--- src/rtl/yarp_lsu_pkg.sv ---
// Shared types and constants for the yarp load/store unit.
package yarp_lsu_pkg;

    localparam int unsigned LSU_DATA_W = 32;
    localparam int unsigned LSU_BE_W   = LSU_DATA_W / 8;

    // Access size as produced by the decode control unit; 2'b10 behaves as WORD.
    typedef enum logic [1:0] {
        BYTE      = 2'b00,
        HALF_WORD = 2'b01,
        WORD      = 2'b11
    } mem_access_t;

    typedef enum logic [1:0] {
        IDLE = 2'b00,
        REQ  = 2'b01,
        RESP = 2'b10,
        DONE = 2'b11
    } lsu_state_t;

    localparam logic [LSU_BE_W-1:0] BE_BYTE = 4'b0001;
    localparam logic [LSU_BE_W-1:0] BE_HALF = 4'b0011;
    localparam logic [LSU_BE_W-1:0] BE_WORD = 4'b1111;

    // True when an access of this size cannot be served at this byte offset.
    function automatic logic is_misaligned(input logic [1:0] size, input logic [1:0] offs);
        logic mis;
        mis = 1'b0;
        if (size == HALF_WORD) begin
            mis = offs[0];
        end else if (size != BYTE) begin
            mis = (offs != 2'b00);
        end
        return mis;
    endfunction

endpackage

--- src/rtl/yarp_lsu_align.sv ---
// Byte-lane steering: byte enables, store-data replication, load extraction/extension.
module yarp_lsu_align
    import yarp_lsu_pkg::*;
(
    input  logic [1:0]            size_i,
    input  logic                  zext_i,
    input  logic [1:0]            offs_i,
    input  logic [LSU_DATA_W-1:0] wdata_i,
    input  logic [LSU_DATA_W-1:0] rdata_i,
    output logic [LSU_BE_W-1:0]   be_o,
    output logic [LSU_DATA_W-1:0] wdata_o,
    output logic [LSU_DATA_W-1:0] rdata_o
);

    logic [LSU_DATA_W-1:0] rsh_c;

    // Lane selection per access size; anything not BYTE/HALF_WORD is a full word.
    always_comb begin
        be_o    = BE_WORD;
        wdata_o = wdata_i;
        rsh_c   = rdata_i;
        rdata_o = rdata_i;
        case (size_i)
            BYTE: begin
                be_o    = BE_BYTE << offs_i;
                wdata_o = {4{wdata_i[7:0]}};
                rsh_c   = rdata_i >> {offs_i, 3'b000};
                rdata_o = zext_i ? {24'b0, rsh_c[7:0]} : {{24{rsh_c[7]}}, rsh_c[7:0]};
            end
            HALF_WORD: begin
                be_o    = BE_HALF << {offs_i[1], 1'b0};
                wdata_o = {2{wdata_i[15:0]}};
                rsh_c   = rdata_i >> {offs_i[1], 4'b0000};
                rdata_o = zext_i ? {16'b0, rsh_c[15:0]} : {{16{rsh_c[15]}}, rsh_c[15:0]};
            end
            default: begin
                be_o    = BE_WORD;
                wdata_o = wdata_i;
                rsh_c   = rdata_i;
                rdata_o = rdata_i;
            end
        endcase
    end

endmodule

--- src/rtl/yarp_lsu.sv ---
// Load/store unit: req/gnt/rvalid data-memory transaction with core stall.
// Optional misaligned-access drop enabled by defining YARP_LSU_MISALIGN_CHK_EN.
module yarp_lsu
    import yarp_lsu_pkg::*;
#(
    parameter int unsigned ADDR_W = 32,
    parameter int unsigned DATA_W = 32
) (
    input  logic              clk,
    input  logic              reset_n,
    input  logic              data_req_i,
    input  logic              data_wr_i,
    input  logic [1:0]        data_byte_i,
    input  logic              zero_extnd_i,
    input  logic [ADDR_W-1:0] data_addr_i,
    input  logic [DATA_W-1:0] data_wdata_i,
    output logic              lsu_stall_o,
    output logic [DATA_W-1:0] lsu_rdata_o,
    output logic              lsu_rdata_valid_o,
    output logic              misalign_o,
    output logic              mem_req_o,
    output logic              mem_we_o,
    output logic [ADDR_W-1:0] mem_addr_o,
    output logic [3:0]        mem_be_o,
    output logic [DATA_W-1:0] mem_wdata_o,
    input  logic              mem_gnt_i,
    input  logic              mem_rvalid_i,
    input  logic [DATA_W-1:0] mem_rdata_i
);

    lsu_state_t        state_q, state_d;
    logic              wr_q, wr_d;
    logic [1:0]        size_q, size_d;
    logic              zext_q, zext_d;
    logic [ADDR_W-1:0] addr_q, addr_d;
    logic              mem_req_q, mem_req_d;
    logic [3:0]        mem_be_q, mem_be_d;
    logic [DATA_W-1:0] mem_wdata_q, mem_wdata_d;
    logic [DATA_W-1:0] rdata_q, rdata_d;
    logic              valid_q, valid_d;
    logic              misalign_q, misalign_d;
    logic              stall_c;
    logic              misal_c;
    logic [1:0]        size_sel_c;
    logic [1:0]        offs_sel_c;
    logic [3:0]        be_c;
    logic [DATA_W-1:0] wdata_c;
    logic [DATA_W-1:0] ext_c;

`ifdef YARP_LSU_MISALIGN_CHK_EN
    assign misal_c = is_misaligned(data_byte_i, data_addr_i[1:0]);
`else
    // Check disabled: misaligned accesses are forced onto their word/half lanes.
    assign misal_c = 1'b0;
`endif

    // Lane logic sees the live request while idle, the captured access afterwards.
    assign size_sel_c = (state_q == IDLE) ? data_byte_i       : size_q;
    assign offs_sel_c = (state_q == IDLE) ? data_addr_i[1:0]  : addr_q[1:0];

    yarp_lsu_align u_align (
        .size_i  (size_sel_c),
        .zext_i  (zext_q),
        .offs_i  (offs_sel_c),
        .wdata_i (data_wdata_i),
        .rdata_i (mem_rdata_i),
        .be_o    (be_c),
        .wdata_o (wdata_c),
        .rdata_o (ext_c)
    );

    // Next-state and next-output logic for the access sequencer.
    always_comb begin
        state_d     = state_q;
        wr_d        = wr_q;
        size_d      = size_q;
        zext_d      = zext_q;
        addr_d      = addr_q;
        mem_req_d   = mem_req_q;
        mem_be_d    = mem_be_q;
        mem_wdata_d = mem_wdata_q;
        rdata_d     = rdata_q;
        valid_d     = 1'b0;
        misalign_d  = 1'b0;
        stall_c     = 1'b0;
        case (state_q)
            IDLE: begin
                stall_c = data_req_i;
                if (data_req_i) begin
                    wr_d        = data_wr_i;
                    size_d      = data_byte_i;
                    zext_d      = zero_extnd_i;
                    addr_d      = data_addr_i;
                    mem_be_d    = be_c;
                    mem_wdata_d = wdata_c;
                    if (misal_c) begin
                        misalign_d = 1'b1;
                        state_d    = DONE;
                    end else begin
                        mem_req_d = 1'b1;
                        state_d   = REQ;
                    end
                end
            end
            REQ: begin
                stall_c = 1'b1;
                if (mem_gnt_i) begin
                    mem_req_d = 1'b0;
                    state_d   = RESP;
                end
            end
            RESP: begin
                stall_c = 1'b1;
                if (mem_rvalid_i) begin
                    if (!wr_q) begin
                        rdata_d = ext_c;
                    end
                    valid_d = 1'b1;
                    state_d = DONE;
                end
            end
            DONE: begin
                // Same instruction is still presented here; its request is not re-accepted.
                state_d = IDLE;
            end
            default: begin
                state_d = IDLE;
            end
        endcase
    end

    // State and output registers with synchronous active-low reset.
    always_ff @(posedge clk) begin
        if (!reset_n) begin
            state_q     <= IDLE;
            wr_q        <= 1'b0;
            size_q      <= 2'b00;
            zext_q      <= 1'b0;
            addr_q      <= '0;
            mem_req_q   <= 1'b0;
            mem_be_q    <= 4'b0000;
            mem_wdata_q <= '0;
            rdata_q     <= '0;
            valid_q     <= 1'b0;
            misalign_q  <= 1'b0;
        end else begin
            state_q     <= state_d;
            wr_q        <= wr_d;
            size_q      <= size_d;
            zext_q      <= zext_d;
            addr_q      <= addr_d;
            mem_req_q   <= mem_req_d;
            mem_be_q    <= mem_be_d;
            mem_wdata_q <= mem_wdata_d;
            rdata_q     <= rdata_d;
            valid_q     <= valid_d;
            misalign_q  <= misalign_d;
        end
    end

    assign lsu_stall_o       = stall_c;
    assign lsu_rdata_o       = rdata_q;
    assign lsu_rdata_valid_o = valid_q;
    assign misalign_o        = misalign_q;
    assign mem_req_o         = mem_req_q;
    assign mem_we_o          = wr_q;
    assign mem_addr_o        = {addr_q[ADDR_W-1:2], 2'b00};
    assign mem_be_o          = mem_be_q;
    assign mem_wdata_o       = mem_wdata_q;

endmodule

--- config.mk ---
export PLATFORM = sky130hd
export DESIGN_NAME = yarp_lsu
export DESIGN_NICKNAME = d
export VERILOG_FILES = /design/src/rtl/yarp_lsu_pkg.sv /design/src/rtl/yarp_lsu_align.sv /design/src/rtl/yarp_lsu.sv
export SDC_FILE = /design/constraint.sdc
export NUM_CORES = 1
export LEC_CHECK = 0
export CAP_MARGIN = 20
export CORE_ASPECT_RATIO = 0.75
export CORE_MARGIN = 3
export CORE_UTILIZATION = 40
export CTS_CLUSTER_SIZE = 30
export DETAILED_ROUTE_END_ITERATION = 10
export MAX_ROUTING_LAYER = met4
export PLACE_DENSITY_LB_ADDON = 0.08
export SLEW_MARGIN = 40
export SYNTH_ARGS = -nofsm -noshare
export SYNTH_HDL_FRONTEND = slang
export SYNTH_HIERARCHICAL = 1
export SYNTH_SLANG_ARGS = --single-unit
--- constraint.sdc ---
create_clock -name clk -period 2.3 [get_ports clk]
set_input_delay 0.345 -clock clk [delete_from_list [all_inputs] [get_ports clk]]
set_output_delay 0.345 -clock clk [all_outputs]
set_load 0.05 [all_outputs]
==> metrics.yaml, run 1 <==
clock_tree:
  cts.sinks: 108
  root_buffer: "clkbuf_16"
  cts_hold_buf: 0
  clkSlewWorstSetupHoldPaths_ps: 70
  cts_tree: "done"
  post_cts_buffers: 0
  clockBufferDepth: 2
  numCtsBuffers: 9
  clock_latency_ps: 350
  htreeDepth: 3
cells_and_area:
  mostFrequentLayoutCell: "nand2_1"
  final_nets: 963
  area_growth_pct: 41.1
  fillerInstances: 1213
  final_cell_mix: "226 x nand2_1, 205 x clkdlybuf4s50_1, 108 x dfxtp_1"
  n_antenna_cell: 0
  layout-drive-gt1-share_pct: 9.58
critical_path:
  max_stage_delay_ps: 390
  crit_required_ps: 2520
  crit_family: "multiplexers"
  rr_worst_depth: 9
  cp-start-kind: "flop"
  cp-end-kind: "flop"
  crit_fanout: 24
  cp.depth: 9
  r2r_slack_ps: 160
  worstPathArrival_ps: 2360
  critPathKind: "reg -> reg"
  cp_cell_sequence: "inv_2 -> ha_4 -> mux2_2 -> mux2_4 -> a22oi_4 -> buf_12 -> o221ai_1 -> nand2_1 -> a21oi_1"
  slowest_stage: "mux2_2"
  path_buf_inv: 2
global_routing:
  grt_max_degree: 49
  grt_pass1_vias: 5101
  grt_pass1_wl_mm: 26.0
  antenna_found_initial: 0
  overflow: 0
  grt_usage_pct: 21.9
logic_synthesis:
  synthCells: 699
  ys_ff_latch: 108
  synth_top_flop_cell: "dfxtp_1"
  synth_enable_flop_cells: 0
  syn_area_um2: 5490
  yosysUniqueCellTypes: 43
  synth.yosys.seq_area_share_pct: 39.4
  postSynthAreaPerCell_um2: 7.86
  yosysWarnings: 6
  synthArstFlopShare_pct: 0
place:
  io_buffers: 206
  pre_cts_ws_ps: -7.49
  place_hpwl_mm: 11.9
  gp_congestion: 0.886
drt:
  dr.pass1.iters: 5
  drc: 0
  viasPerCell: 5.04
  wl_per_cell_um: 16.0
  wirelength_mm: 16.4
  vias: 5174
  drt_iter0_markers: 321
  final_antenna_net_count: 0
floorplanning:
  design.die.area_um2: 15200
  dieWidth_um: 141
  die_h_um: 107
  fp-row-count: 36
  boundaryPins: 210
  coreArea_um2: 13200
  start_util_pct: 41.6
sta:
  rsz0062_at_grt: "no"
  setup_tns_ps: 0
  slew_viol_final: 0
  setup_viol: 0
  tightestPinTransition_ps: 542
  clock_skew_ps: 10.4
  fmax_mhz: 466
  hold_viol: 0
  worst_slack_ps: 156
  fin_crit_ps: 2140
  min_period_over_period_pct: 93.2
  slew_headroom_pct: 63.7
hold_path:
  whs_path_depth: 2
  hp-class: "reg -> reg"
power:
  p_leak_nw: 2.87
  ir_drop_mv: 0.764
  power_mw: 9.44
  power-per-cell-area_nw_per_um2: 1220
flow_run:
  max_cap_violations: 0
outcome:
  status: "completed"
==> final timing paths <==
kind	to	from
worst min register to register	addr_q[9]$_SDFFE_PN0P_	addr_q[9]$_SDFFE_PN0P_
worst min-delay path	addr_q[9]$_SDFFE_PN0P_	addr_q[9]$_SDFFE_PN0P_
worst max register to register	lsu_rdata_o[8]$_SDFFE_PN0P_	state_q[0]$_SDFFE_PN0P_
worst max-delay path	lsu_rdata_o[8]$_SDFFE_PN0P_	state_q[0]$_SDFFE_PN0P_
==> stage by stage <==
step	std cells	util [%]	hold WS (ps)	area [um2]
3_5_place_dp	1011	56.3	446	7430
6_report	1027	58.8	454	7750
2_1_floorplan	701	-	434	5500
5_1_grt	1027	58.8	473	7750
4_1_cts	1027	58.5	455	7720
3_3_place_gp	1011	56.3	441	7430
==> kinds of logic after synthesis <==
kind of cell,count (synthesis),synth area share (%)
mux,40,8.36
compound gates,162,17.8
buf+inv,101,11.5
simple gates,280,21.3
other cells,1,0.0683
fa+ha+maj,7,1.59
flops,108,39.4
==> power by group <==
part,internal (mW),switching [mW],total (mW)
clock network,0.804,0.721,1.53
logic,2.17,3.30,5.47
registers,2.24,0.203,2.44
total,5.21,4.23,9.44
==> cell type report <==
type	instances	area [um2]	share of cell area (%)
Tap cell	171	214	2.76
Inverter	6	23.8	0.307
Timing Repair Buffer	234	2320	30.0
Sequential cell	108	2160	27.9
Multi-Input combinational cell	492	2740	35.4
Clock inverter	4	31.3	0.403
Clock buffer	12	256	3.31
==> worst reg2reg max path, cell delays in order, from the launching register on <==
cell and delay [ps]:
dfxtp_1 370, inv_2 110, ha_4 180, mux2_2 390, mux2_4 340, a22oi_4 190, buf_12 190, o221ai_1 130
nand2_1 70, a21oi_1 60
==> per-layer routing <==
metal,GRT usage [%],share of wire (%),vias up
met5,-,0,-
met4,5.67,1.3,0
met3,6.22,8.2,17
met2,35.3,46,182
met1,27.2,44,2389
li1,-,-,2586
==> Yosys cell counts, types with 3 or more instances <==
master / count / area share (%)
o221ai_1: 8 / 1.3
clkbuf_1: 20 / 1.4
nor2b_1: 21 / 2.4
mux2_2: 15 / 3.1
buf_4: 50 / 6.8
mux2i_1: 17 / 3.1
inv_1: 5 / 0.34
nand2_1: 227 / 16
o21ai_0: 9 / 0.82
ha_1: 7 / 1.6
a21oi_1: 106 / 9.7
a221o_1: 7 / 1.3
mux2_4: 8 / 2.2
o21bai_1: 3 / 0.41
buf_6: 6 / 1.2
buf_2: 18 / 1.6
o22ai_1: 16 / 1.8
nor2_1: 12 / 0.82
a22oi_1: 8 / 1.1
dfxtp_1: 108 / 39
==> state kept, by name (all words and copies together), names as in the netlist <==
register,cells
addr_q,32
zext_q,1
mem_wdata_o,32
lsu_rdata_valid_o,1
mem_we_o,1
state_q,2
mem_be_o,4
lsu_rdata_o,32
mem_req_o,1
size_q,2
==> timing repair <==
item | 4_1_cts | 5_1_grt
endpoints found under the setup margin | 2 | 16
gates resized for setup | 1 | 8
gates cloned | 0 | 0
Note: power is estimated with default switching activity, not from simulation.
==> run 2: changes to the inputs <==
--- a/config.mk
+++ b/config.mk
@@ -8,7 +8,7 @@
 export CAP_MARGIN = 20
 export CORE_ASPECT_RATIO = 0.75
 export CORE_MARGIN = 3
-export CORE_UTILIZATION = 40
+export CORE_UTILIZATION = 48
 export CTS_CLUSTER_SIZE = 30
 export DETAILED_ROUTE_END_ITERATION = 10
 export MAX_ROUTING_LAYER = met4
==> constraint.sdc (replaced) <==
create_clock -name clk -period 2.6 [get_ports clk]
set_input_delay 0.39 -clock clk [delete_from_list [all_inputs] [get_ports clk]]
set_output_delay 0.39 -clock clk [all_outputs]
set_load 0.05 [all_outputs]
==> run 2 against run 1 <==
  * Total power is 13% lower
  * Design area is 1.9% lower
  * Routed wire length decreased by 5.4%
  * First-iteration DRC count fell by 20%
  * Clock skew is 4.0 ps lower
  * Non-clock buffer count decreased by 12
  * Sequential cell count is the same
  * Final cell count is 4.2% lower
  * Via count grew 0.77%
  * Sequential share of layout area grew 0.53 points
  * Clock-buffer cell count down 2
  * Global-route usage rose by 2.4 points
  * Critical path type unchanged
==> metrics.yaml, run 2 (synthesized netlist as in run 1, its figures left out) <==
flow_run:
  max_cap_violations: 0
drt:
  wirelength_mm: 15.5
  viasPerCell: 5.30
  drt_iter0_markers: 258
  dr.pass1.iters: 5
  vias: 5214
  drc: 0
  final_antenna_net_count: 0
  wl_per_cell_um: 15.8
critical_path:
  crit_family: "compound AO/OA/AOI/OAI gates"
  crit_required_ps: 2820
  cp-start-kind: "flop"
  slowest_stage: "mux2_2"
  critPathKind: "reg -> reg"
  crit_fanout: 10
  path_buf_inv: 1
  cp_cell_sequence: "inv_1 -> ha_1 -> mux2_2 -> nor2b_1 -> o21bai_2 -> a221o_1 -> nand2_1 -> a21oi_1"
  cp-end-kind: "flop"
  worstPathArrival_ps: 2680
  max_stage_delay_ps: 480
global_routing:
  grt_pass1_vias: 4948
  grt_max_degree: 74
  grt_pass1_wl_mm: 24.5
  antenna_found_initial: 0
  overflow: 0
  grt_usage_pct: 24.3
floorplanning:
  coreArea_um2: 11100
  fp-row-count: 33
  design.die.area_um2: 12800
  boundaryPins: 210
  die_h_um: 98.7
  start_util_pct: 49.6
  dieWidth_um: 130
power:
  p_clk_share_pct: 17.2
  p_int_mw: 4.52
  seqPwrFrac_pct: 26.5
  ir_drop_mv: 0.557
  power-per-cell-area_nw_per_um2: 1070
  p_switching_mw: 3.65
  swShare_pct: 44.7
  comb_power_share_pct: 56.3
  p_leak_nw: 2.81
clock_tree:
  cts_resized: 0
  clkSlewWorstSetupHoldPaths_ps: 70
  clock_latency_ps: 340
  clockBufferDepth: 2
  root_buffer: "clkbuf_16"
  post_cts_buffers: 0
  cts_hold_buf: 0
  numCtsBuffers: 9
  htreeDepth: 3
  cts_tree: "done"
  cts.sinks: 108
sta:
  fin_crit_ps: 2470
  tightestPinTransition_ps: 545
  hold_viol: 0
  clock_skew_ps: 6.36
  slew_viol_final: 0
  rsz0062_at_grt: "no"
  slew_headroom_pct: 63.6
  fmax_mhz: 406
  setup_viol: 0
  setup_tns_ps: 0
  holdWs_ps: 454
  worst_slack_ps: 135
  min_period_over_period_pct: 94.8
outcome:
  status: "completed"
cells_and_area:
  area_growth_pct: 38.5
  mostFrequentLayoutCell: "nand2_1"
  fillerInstances: 911
  n_antenna_cell: 0
  layout-drive-gt1-share_pct: 7.94
  final_nets: 951
  final_area_um2: 7610
  final_cell_mix: "226 x nand2_1, 205 x clkdlybuf4s50_1, 108 x dfxtp_1"
place:
  place_area_um2: 7300
  io_buffers: 206
  gp_congestion: 0.827
  pre_cts_ws_ps: 176
  place_hpwl_mm: 11.3
hold_path:
  hp-class: "reg -> reg"
## run 2: cell count changes in the layout (fill, tap and decap cells not counted), sizes merged
cell | previous run | this run
clkbuf | 12 | 10
buf | 29 | 17
clkinv | 3 | 4
bufinv | 0 | 1
## run 2: final timing paths
kind,start,end,slack [ps],depth (start not counted)
worst max-delay path,state_q[0]$_SDFFE_PN0P_,lsu_rdata_o[2]$_SDFFE_PN0P_,130,8
worst min-delay path,addr_q[5]$_SDFFE_PN0P_,addr_q[5]$_SDFFE_PN0P_,450,2
worst max register to register,state_q[0]$_SDFFE_PN0P_,lsu_rdata_o[2]$_SDFFE_PN0P_,130,8
worst min register to register,addr_q[5]$_SDFFE_PN0P_,addr_q[5]$_SDFFE_PN0P_,450,2
## run 2: tightest hold or removal path, cell delays in order, from the launching register on
cell	delay (ps)
dfxtp_1	310
nand2_1	50
a21oi_1	50
## run 2: cell type report
type	instances	area, um2	area share (%)
multi-input combinational	492	2710	35.6
clock inverter	6	70.1	0.921
sequential	108	2160	28.4
inverter	6	23.8	0.312
tap	140	175	2.30
timing repair buffer	222	2230	29.3
clock buffer	10	239	3.14
## run 2: metrics by stage
| step | std cells | util (%) | total power, mW |
|---|---|---|---|
| floorplan | 701 | - | 5.67 |
| global placement | 968 | 66.0 | 6.69 |
| detailed placement | 968 | 66.0 | 6.78 |
| CTS | 984 | 68.8 | 8.21 |
| global route | 984 | 68.8 | 8.65 |
| finish | 984 | 68.8 | 8.17 |
## run 2: layer usage
| layer | GRT usage, % | wire, um | vias up |
|---|---|---|---|
| li1 | - | - | 2571 |
| met1 | 30.9 | 6650 | 2423 |
| met2 | 38.7 | 7330 | 203 |
| met3 | 6.72 | 1340 | 17 |
| met4 | 5.83 | 192 | 0 |
| met5 | - | 0 | - |
## run 2: power by group through the flow
| stage | logic, mW | clock network, mW | registers [mW] |
|---|---|---|---|
| floorplan | 2.79 | 0 | 2.89 |
| global placement | 4.51 | 0 | 2.18 |
| detailed placement | 4.59 | 0 | 2.20 |
| CTS | 4.60 | 1.44 | 2.16 |
| global route | 4.93 | 1.51 | 2.20 |
| finish | 4.60 | 1.41 | 2.16 |
==> run 3: changes to the inputs <==
--- a/config.mk
+++ b/config.mk
@@ -7,7 +7,6 @@
 export LEC_CHECK = 0
 export CAP_MARGIN = 20
 export CORE_ASPECT_RATIO = 0.75
-export CORE_MARGIN = 3
 export CORE_UTILIZATION = 48
 export CTS_CLUSTER_SIZE = 30
 export DETAILED_ROUTE_END_ITERATION = 10
==> run 3 against run 2 <==
  * The flow now finishes with violations (DRC)
  * Sequential cell count unchanged
  * Core utilization up 0.44 points
  * Highest routed layer unchanged
  * First-iteration DRC count up 31%
  * Maximum frequency up 0.58%
  * Die area down 7.0%
  * Via count down 1.5%
  * Sequential power about the same
  * Clock skew about the same
  * Routed wire length down 0.42%
==> metrics.yaml, run 3 (synthesized netlist as in run 1, its figures left out) <==
critical_path:
  rr_endpoint: "mem_wdata_o[15]$_SDFFE_PN0P_"
  worstPathArrival_ps: 2660
  cp-end-kind: "flop"
  crit_fanout: 32
  crit_required_ps: 2800
  critPathKind: "reg -> reg"
  rr_worst_depth: 8
  cp-start-kind: "flop"
  r2r_start: "state_q[0]$_SDFFE_PN0P_"
  r2r_slack_ps: 150
floorplanning:
  coreArea_um2: 11000
  design.die.area_um2: 11900
  dieWidth_um: 126
  boundaryPins: 210
  die_h_um: 94.7
  fp-row-count: 33
  start_util_pct: 49.8
sta:
  setup_viol: 0
  rsz0062_at_grt: "no"
  hold_viol: 0
  min_period_over_period_pct: 94.3
  slew_viol_final: 0
  fmax_mhz: 408
  clock_skew_ps: 5.86
  tightestPinTransition_ps: 647
  slew_headroom_pct: 56.9
  fin_crit_ps: 2450
  setup_tns_ps: 0
drt:
  viasPerCell: 5.22
  vias: 5138
  drc: 13
  wl_per_cell_um: 15.7
  wirelength_mm: 15.5
  final_antenna_net_count: 0
  drt_iter0_markers: 339
  dr.pass1.iters: 8
flow_run:
  max_cap_violations: 0
hold_path:
  hp-class: "reg -> reg"
  hp-start: "mem_wdata_o[7]$_SDFFE_PN0P_"
  whs_path_depth: 2
  worstHoldEndpoint: "mem_wdata_o[7]$_SDFFE_PN0P_"
cells_and_area:
  mostFrequentLayoutCell: "nand2_1"
  area_growth_pct: 38.9
  final_nets: 951
  layout-drive-gt1-share_pct: 8.06
  utilization_pct: 69.2
  n_antenna_cell: 0
  final_cell_mix: "226 x nand2_1, 205 x clkdlybuf4s50_1, 108 x dfxtp_1"
outcome:
  violations: "DRC"
  status: "finished with violations"
clock_tree:
  clkSlewWorstSetupHoldPaths_ps: 70
  cts_hold_buf: 0
  htreeDepth: 3
  root_buffer: "clkbuf_16"
  numCtsBuffers: 9
  cts_tree: "done"
  clockBufferDepth: 2
  cts.sinks: 108
  clock_latency_ps: 350
power:
  power-per-cell-area_nw_per_um2: 1090
  ir_drop_mv: 0.658
  p_leak_nw: 2.81
global_routing:
  grt_usage_pct: 26.9
  grt_pass1_vias: 4911
  overflow: 0
  grt_pass1_wl_mm: 24.7
  antenna_found_initial: 0
  grt_max_degree: 74
place:
  place_hpwl_mm: 10.8
  gp_congestion: 0.856
  io_buffers: 206
## run 3: cell types whose count changed in the layout (fill, tap and decap cells not counted)
cell,previous run,this run
clkinv_2,2,1
clkinvlp_4,0,2
bufinv_16,1,2
nor2b_1,21,20
clkinv_4,2,3
inv_6,2,0
nor2b_2,0,1
clkbuf_8,1,0
## run 3: where the power goes
group / total, mW / internal, mW / switching [mW]
registers: 2.16 / 1.98 / 0.183
logic: 4.66 / 1.79 / 2.87
clock network: 1.48 / 0.849 / 0.634
## run 3: cell type report
type / instances / area (um2)
Fill cell: 920 / 3400
Multi-Input combinational cell: 492 / 2710
Timing Repair Buffer: 222 / 2230
Sequential cell: 108 / 2160
Clock buffer: 9 / 225
Tap cell: 140 / 175
Clock inverter: 7 / 101
Inverter: 6 / 23.8
## run 3: worst max-delay path, stage by stage (launching register included)
cell and delay (ps):
dfxtp_1 350, inv_1 170, ha_1 310, mux2_2 490
or2_1 270, buf_4 270, mux2_4 340, nand2_1 50
a21oi_1 50
## run 3: worst max path at each step
stage | start | endpoint | slack, ps | cells after the start
floorplan | state_q[0]$_SDFFE_PN0P_ | lsu_stall_o | 360 | 8
global placement | data_addr_i[1] | lsu_rdata_o[21]$_SDFFE_PN0P_ | 210 | 7
detailed placement | state_q[0]$_SDFFE_PN0P_ | lsu_rdata_o[25]$_SDFFE_PN0P_ | 80 | 8
CTS | state_q[0]$_SDFFE_PN0P_ | lsu_rdata_o[24]$_SDFFE_PN0P_ | 50 | 8
global route | state_q[0]$_SDFFE_PN0P_ | lsu_rdata_o[15]$_SDFFE_PN0P_ | 20 | 8
finish | state_q[0]$_SDFFE_PN0P_ | mem_wdata_o[15]$_SDFFE_PN0P_ | 150 | 8
## run 3: repair_timing
item / 4_1_cts / 5_1_grt
gates resized for setup: 0 / 1
buffers inserted: 0 / 1
endpoints found under the setup margin: 0 / 24
hold endpoints to repair: 0 / 0
## run 3: layer usage
metal | vias to the layer above | track usage, % | wire, um
met1 | 2336 | 33.3 | 6860
li1 | 2569 | - | -
met3 | 21 | 6.63 | 1180
met5 | - | - | 0
met4 | 0 | 7.11 | 221
met2 | 212 | 44.0 | 7200
## run 3: through the flow
| stage | cell area (um2) | power [mW] | setup WS (ps) | hold WS (ps) | std cells |
|---|---|---|---|---|---|
| finish | 7630 | 8.30 | 149 | 455 | 984 |
| global route | 7630 | 8.75 | 15.8 | 470 | 984 |
| CTS | 7610 | 8.27 | 48.3 | 456 | 983 |
| detailed placement | 7280 | 6.77 | 80.0 | 446 | 967 |
| global placement | 7280 | 6.67 | 205 | 440 | 967 |
| floorplan | 5500 | 5.67 | 355 | 434 | 701 |
